File: src/rtl/pc_sequencer_if.sv
// ============================================================================
//  Module      : pc_sequencer_if
//  Description : Bundle of the instruction-fetch handshake, the execute-stage
//                next-PC controls and the PC status outputs of pc_sequencer.
//                The "master" modport is the sequencer itself; the "slave"
//                modport is the surrounding core (instruction memory plus
//                execute path).
//  Revision    : 1.0 - initial release
// ============================================================================
`default_nettype none

interface pc_sequencer_if #(
    parameter int ADDR_W = 32
) ();

    // Instruction-memory fetch handshake
    logic              imem_req;
    logic [ADDR_W-1:0] imem_addr;
    logic              imem_ack;

    // Status towards the execute path
    logic              instr_valid;
    logic [ADDR_W-1:0] pc;
    logic [ADDR_W-1:0] pc_plus4;
    logic              addr_err;

    // Next-PC controls, meaningful only on the commit edge
    logic              commit;
    logic              stall;
    logic              pc_src;
    logic [ADDR_W-1:0] branch_offset;
    logic              jump;
    logic [25:0]       jump_target;
    logic              jr;
    logic [ADDR_W-1:0] jr_target;

    // Sequencer side
    modport master (
        output imem_req,
        output imem_addr,
        input  imem_ack,
        output instr_valid,
        output pc,
        output pc_plus4,
        output addr_err,
        input  commit,
        input  stall,
        input  pc_src,
        input  branch_offset,
        input  jump,
        input  jump_target,
        input  jr,
        input  jr_target
    );

    // Core / memory side
    modport slave (
        input  imem_req,
        input  imem_addr,
        output imem_ack,
        input  instr_valid,
        input  pc,
        input  pc_plus4,
        input  addr_err,
        output commit,
        output stall,
        output pc_src,
        output branch_offset,
        output jump,
        output jump_target,
        output jr,
        output jr_target
    );

endinterface : pc_sequencer_if

`default_nettype wire

File: src/rtl/pc_sequencer.sv
// ============================================================================
//  Module      : pc_sequencer
//  Description : Program-counter owner for the MIPS core. Fetches each
//                instruction over a req/ack handshake, holds it in EXEC
//                until execute commits, then loads the next PC chosen by
//                jr > jump > branch > sequential priority.
//  Revision    : 1.0 - initial release
// ============================================================================
`default_nettype none

module pc_sequencer #(
    parameter logic [31:0] RESET_PC = 32'h0000_0000,
    parameter int          ADDR_W   = 32
) (
    input  wire logic         clk,
    input  wire logic         rst,
    pc_sequencer_if.master    bus
);

    // Word alignment is architectural, so the low bits of the reset vector
    // are forced to zero rather than trusted.
    localparam logic [ADDR_W-1:0] c_reset_pc = {RESET_PC[ADDR_W-1:2], 2'b00};
    localparam logic [ADDR_W-1:0] c_four     = ADDR_W'(4);

    typedef enum logic [1:0] {
        ST_RESET_HOLD = 2'd0,
        ST_FETCH      = 2'd1,
        ST_EXEC       = 2'd2
    } state_t;

    state_t            r_state;
    state_t            w_state_nxt;

    logic [ADDR_W-1:0] r_pc;
    logic              r_addr_err;

    logic [ADDR_W-1:0] w_pc_plus4;
    logic [ADDR_W-1:0] w_branch_pc;
    logic [ADDR_W-1:0] w_jump_pc;
    logic [ADDR_W-1:0] w_jr_pc;
    logic [ADDR_W-1:0] w_next_pc;
    logic              w_commit_fire;
    logic              w_jr_misaligned;
    logic              w_imem_req;
    logic              w_instr_valid;

    // ------------------------------------------------------------------
    // Next-PC candidates. All arithmetic is modulo 2^ADDR_W, so pc_plus4
    // wraps to zero at the top of the address space and branches may wrap
    // in either direction.
    // ------------------------------------------------------------------
    assign w_pc_plus4      = r_pc + c_four;
    assign w_branch_pc     = w_pc_plus4 + (bus.branch_offset << 2);
    assign w_jump_pc       = {w_pc_plus4[ADDR_W-1:ADDR_W-4], bus.jump_target, 2'b00};
    assign w_jr_pc         = {bus.jr_target[ADDR_W-1:2], 2'b00};
    assign w_jr_misaligned = (bus.jr_target[1:0] != 2'b00);

    // A commit only counts in EXEC and only when no hazard is holding it.
    assign w_commit_fire   = (r_state == ST_EXEC) && bus.commit && !bus.stall;

    // Select the next PC with jr > jump > branch > sequential priority.
    always_comb begin
        w_next_pc = w_pc_plus4;
        if (bus.jr) begin
            w_next_pc = w_jr_pc;
        end else if (bus.jump) begin
            w_next_pc = w_jump_pc;
        end else if (bus.pc_src) begin
            w_next_pc = w_branch_pc;
        end
    end

    // State register; reset drops straight into RESET_HOLD without a clock.
    always_ff @(posedge clk or posedge rst) begin
        if (rst) begin
            r_state <= ST_RESET_HOLD;
        end else begin
            r_state <= w_state_nxt;
        end
    end

    // Next-state and handshake outputs, decoded from the current state only
    // so that asserting rst removes imem_req immediately.
    always_comb begin
        w_state_nxt   = r_state;
        w_imem_req    = 1'b0;
        w_instr_valid = 1'b0;
        case (r_state)
            ST_RESET_HOLD: begin
                // One idle cycle after reset release before the first fetch.
                w_state_nxt = ST_FETCH;
            end
            ST_FETCH: begin
                // Request stays up until acknowledged; stall is ignored here.
                w_imem_req = 1'b1;
                if (bus.imem_ack) begin
                    w_state_nxt = ST_EXEC;
                end
            end
            ST_EXEC: begin
                w_instr_valid = 1'b1;
                if (w_commit_fire) begin
                    w_state_nxt = ST_FETCH;
                end
            end
            default: begin
                w_state_nxt = ST_RESET_HOLD;
            end
        endcase
    end

    // PC register: changes only on a committed instruction, which keeps the
    // fetch address stable for the whole FETCH phase.
    always_ff @(posedge clk or posedge rst) begin
        if (rst) begin
            r_pc <= c_reset_pc;
        end else if (w_commit_fire) begin
            r_pc <= w_next_pc;
        end
    end

    // Sticky misaligned-jr flag; only rst clears it.
    always_ff @(posedge clk or posedge rst) begin
        if (rst) begin
            r_addr_err <= 1'b0;
        end else if (w_commit_fire && bus.jr && w_jr_misaligned) begin
            r_addr_err <= 1'b1;
        end
    end

    assign bus.imem_req    = w_imem_req;
    assign bus.imem_addr   = r_pc;
    assign bus.instr_valid = w_instr_valid;
    assign bus.pc          = r_pc;
    assign bus.pc_plus4    = w_pc_plus4;
    assign bus.addr_err    = r_addr_err;

endmodule : pc_sequencer

`default_nettype wire

File: src/flat_wrapper.sv
// flat-port wrapper written by rule: the top's interface ports become plain ports
module pc_sequencer_flat 
#(
    parameter logic [31:0] RESET_PC = 32'h0000_0000,
    parameter int          ADDR_W   = 32
)
  (clk, rst, bus_imem_req, bus_imem_addr, bus_imem_ack, bus_instr_valid, bus_pc, bus_pc_plus4, bus_addr_err, bus_commit, bus_stall, bus_pc_src, bus_branch_offset, bus_jump, bus_jump_target, bus_jr, bus_jr_target);
  pc_sequencer_if #(.ADDR_W(ADDR_W)) bus_i ();
  input  wire logic clk;
  input  wire logic rst;
  output wire logic [$bits(bus_i.imem_req)-1:0] bus_imem_req;
  output wire logic [$bits(bus_i.imem_addr)-1:0] bus_imem_addr;
  input wire logic [$bits(bus_i.imem_ack)-1:0] bus_imem_ack;
  output wire logic [$bits(bus_i.instr_valid)-1:0] bus_instr_valid;
  output wire logic [$bits(bus_i.pc)-1:0] bus_pc;
  output wire logic [$bits(bus_i.pc_plus4)-1:0] bus_pc_plus4;
  output wire logic [$bits(bus_i.addr_err)-1:0] bus_addr_err;
  input wire logic [$bits(bus_i.commit)-1:0] bus_commit;
  input wire logic [$bits(bus_i.stall)-1:0] bus_stall;
  input wire logic [$bits(bus_i.pc_src)-1:0] bus_pc_src;
  input wire logic [$bits(bus_i.branch_offset)-1:0] bus_branch_offset;
  input wire logic [$bits(bus_i.jump)-1:0] bus_jump;
  input wire logic [$bits(bus_i.jump_target)-1:0] bus_jump_target;
  input wire logic [$bits(bus_i.jr)-1:0] bus_jr;
  input wire logic [$bits(bus_i.jr_target)-1:0] bus_jr_target;
  assign bus_imem_req = bus_i.imem_req;
  assign bus_imem_addr = bus_i.imem_addr;
  assign bus_i.imem_ack = bus_imem_ack;
  assign bus_instr_valid = bus_i.instr_valid;
  assign bus_pc = bus_i.pc;
  assign bus_pc_plus4 = bus_i.pc_plus4;
  assign bus_addr_err = bus_i.addr_err;
  assign bus_i.commit = bus_commit;
  assign bus_i.stall = bus_stall;
  assign bus_i.pc_src = bus_pc_src;
  assign bus_i.branch_offset = bus_branch_offset;
  assign bus_i.jump = bus_jump;
  assign bus_i.jump_target = bus_jump_target;
  assign bus_i.jr = bus_jr;
  assign bus_i.jr_target = bus_jr_target;
  pc_sequencer #(.RESET_PC(RESET_PC), .ADDR_W(ADDR_W)) u_core (.clk(clk), .rst(rst), .bus(bus_i));
endmodule
File: config.mk
export PLATFORM = sky130hd
export DESIGN_NAME = pc_sequencer_flat
export DESIGN_NICKNAME = d
export VERILOG_FILES = /design/src/rtl/pc_sequencer_if.sv /design/src/rtl/pc_sequencer.sv /design/src/flat_wrapper.sv
export SDC_FILE = /design/constraint.sdc
export NUM_CORES = 1
export LEC_CHECK = 0
export BUFFER_PORTS_ARGS = -buffer_cell sky130_fd_sc_hd__buf_2
export CAP_MARGIN = 5
export CORE_UTILIZATION = 45
export CTS_CLUSTER_DIAMETER = 60
export DETAILED_ROUTE_END_ITERATION = 16
export PLACE_DENSITY = 0.77
export RECOVER_POWER = 25
export REMOVE_ABC_BUFFERS = 1
export SYNTH_ARGS = -nofsm -noshare
export SYNTH_HDL_FRONTEND = slang
export SYNTH_SLANG_ARGS = --single-unit
File: constraint.sdc
create_clock -name clk -period 7.8 [get_ports clk]
set_input_delay 0.39 -clock clk [delete_from_list [all_inputs] [get_ports clk]]
set_output_delay 0.39 -clock clk [all_outputs]
set_load 0.01 [all_outputs]
==> impl_metrics.tcl <==
set metrics [dict create \
    status "complete, but fails checks" \
    violations "capacitance limit, slew limit" \
    async_flop_share_pct 100 \
    min_period_over_period_pct 54.8 \
    ctsHoldBuffers 0 \
    hold_violations 0 \
    io_pins 197 \
    synth_enable_flop_cells 0 \
    area_delta_synth_final_pct 20.0 \
    drive_above_1_share_pct 28.8 \
    dieArea_sq_mm 0.0104 \
    drtIter0Drc 250 \
    via_per_inst 5.69 \
    synth_area_sq_mm 0.00449 \
    insertion_delay_ps 300 \
    grt_first_pass_wirelength_um 23200 \
    synthFlopType "dfrtp_1" \
    grt_util_all_layers_pct 28.5 \
    grt_max_degree 38 \
    start_util_pct 46.2 \
    post-synth-top-count-cell "a21oi_1" \
    synth_cell_types 70 \
    critPathKind "register to register" \
    grt_overflow_total 0 \
    min_period_ps 4270 \
    port_buffers 188 \
    synth-simple-area-share_pct 21.0 \
    num_vias 4935 \
    setup_violations 0 \
    numCtsBuffers 5 \
    yosysSeqAreaShare_pct 18.4 \
    clockBufferDepth 2 \
    cts_resized 0 \
    max_slew_margin_pct -30.7 \
    antenna_found_initial 0 \
    power.leakage_nw 2.70 \
    ant_nets 0 \
    dr.pass1.iters 5 \
    num_antenna_cells 0 \
    yosysTopAreaCellShare_pct 18.4 \
    synth_top_family_by_area "compound AO/OA/AOI/OAI gates" \
    clock_sinks 33 \
    synth_warnings 0 \
    syn-instance-count 591 \
    synthMuxAreaShare_pct 2.45 \
    yosys_register_bits 33 \
    peakVddDrop_v 0.000182 \
    clock.fmax_ghz 0.234 \
    clk_pin_slew_ps 80 \
    worstPathArrival_ps 4430 \
    die_y_um 102 \
    grt_pass1_vias 4630 \
    hold_class "input port to register" \
    core_sq_mm 0.00973 \
    htreeDepth 2 \
    post_cts_buffers 0 \
    nets 869 \
    maxSlewViolCount 34 \
    cts_tree "done" \
    wirelength_um 14700 \
    synth_compound_area_share_pct 27.7 \
    synth_xor_xnor_area_share_pct 10.4 \
    root_buffer "clkbuf_8" \
    gp_congestion 0.941 \
    setup_ws_ps 3530 \
    crit_required_ps 7960 \
    die_x_um 102 \
    ys_top_cells_by_count "a21oi_1, nand2_1, nor2_1, o21ai_0" \
    worst_setup_path_end_kind "register" \
    cp-start-kind "register" \
    finClkSkew_ps 12.3 \
    remaining_drc_errors 0 \
    wire_per_inst_um 17.0 \
    synth.area.top_cells "dfrtp_1, ha_1, a21oi_1" \
    hold_ws_ps 326 \
    synthAdderAreaFrac_pct 10.5 \
    tns_ps 0 \
    drv_cap 1 \
    p_total_mw 2.05 \
    worst_pin_slew_ps 1960 \
    critPathMaxFanout 7 \
    syn-mean-instance-area_sq_um 7.60 \
    num_rows 36 \
    post-place-ws_ps 3610 \
    hpwl_um 11200 \
    power_density_mw_per_mm2 380 \
    netlist.top_cell.by_area "dfrtp_1" \
    rsz0062_at_grt "no" \
]
[power breakdown]
group	internal [mW]	total, mW	switching [mW]
Sequential	0.253	0.401	0.149
Clock	0.0959	0.177	0.0807
Combinational	0.630	1.47	0.843
Total	0.979	2.05	1.07
[logic make-up (layout without fill, tap and decap cells)]
logic type,Yosys count,after routing
AOI/OAI and AO/OA,191,191
xor gates and xnor gates,51,51
adders and majority gates,37,37
buffers and inverters,78,217
DFF,33,33
muxes,11,11
other,1,6
and+or+nand+nor,189,189
[worst max-delay path: stages (launching register included)]
cell,delay [ps]
dfrtp_1,460
ha_1,250
and4_1,280
nand3_1,190
or3_1,490
nor2_1,210
xor2_1,130
ha_1,460
nand2_1,110
or3_1,310
a31oi_1,210
o31ai_1,130
a21oi_1,280
nor2_1,90
nor4_1,470
a21oi_1,70
[per-layer routing]
metal | routed length, um | track usage, % | vias up
met5 | 0 | 0 | -
met4 | 207 | 8.90 | 0
met3 | 953 | 3.42 | 15
met2 | 7090 | 48.8 | 224
met1 | 6460 | 37.4 | 2291
li1 | - | - | 2405
[layout by cell type (no fill, tap or decap), types with 6 or more instances in the layout]
cell type	count
nand4_1	8
a31oi_1	7
nand3_1	17
nand2_1	54
and3_1	17
and4_1	6
ha_1	36
nor2_1	51
inv_1	16
conb_1	6
dfrtp_1	33
a21o_1	11
a211oi_1	7
buf_2	184
a21oi_1	60
o21bai_1	8
xor2_1	24
or3_1	6
mux2i_1	11
nor2b_1	7
o211ai_1	9
o21ai_0	39
xnor2_1	26
[area by class of cell]
cell class | count | area (sq um)
inverters | 17 | 63.8
clock inverters | 3 | 46.3
repair buffers | 192 | 962
fillers | 950 | 4330
multi-input cells | 485 | 3260
clock buffers | 5 | 68.8
well taps | 133 | 166
flip-flops and latches | 33 | 826
[registers in the layout, indices dropped and copies added, names as in the netlist]
name                  cells
u_core.r_state            2
u_core.bus.imem_addr     30
u_core.bus.addr_err       1
[final timing paths]
| check | to | startpoint | slack [ps] | depth (start not counted) |
|---|---|---|---|---|
| max in group asynchronous | u_core.bus.imem_addr[14] | rst | 5890 | 3 |
| min in group asynchronous | u_core.bus.imem_addr[12] | rst | 790 | 3 |
| hold / removal | u_core.r_state[1] | bus_imem_ack | 330 | 3 |
| hold reg to reg | u_core.bus.addr_err | u_core.bus.addr_err | 490 | 1 |
| setup / recovery | u_core.bus.imem_addr[31] | u_core.bus.imem_addr[2] | 3530 | 15 |
| setup reg to reg | u_core.bus.imem_addr[31] | u_core.bus.imem_addr[2] | 3530 | 15 |
[per-stage QoR]
stage          util [%]  cells  cell area (sq um)
2_1_floorplan         -    535               4150
3_3_place_gp       54.4    860               5290
3_5_place_dp       54.4    860               5290
4_1_cts            55.5    868               5400
5_1_grt            55.5    868               5400
6_report           55.5    868               5400
Power figures use the tool's default switching activity.
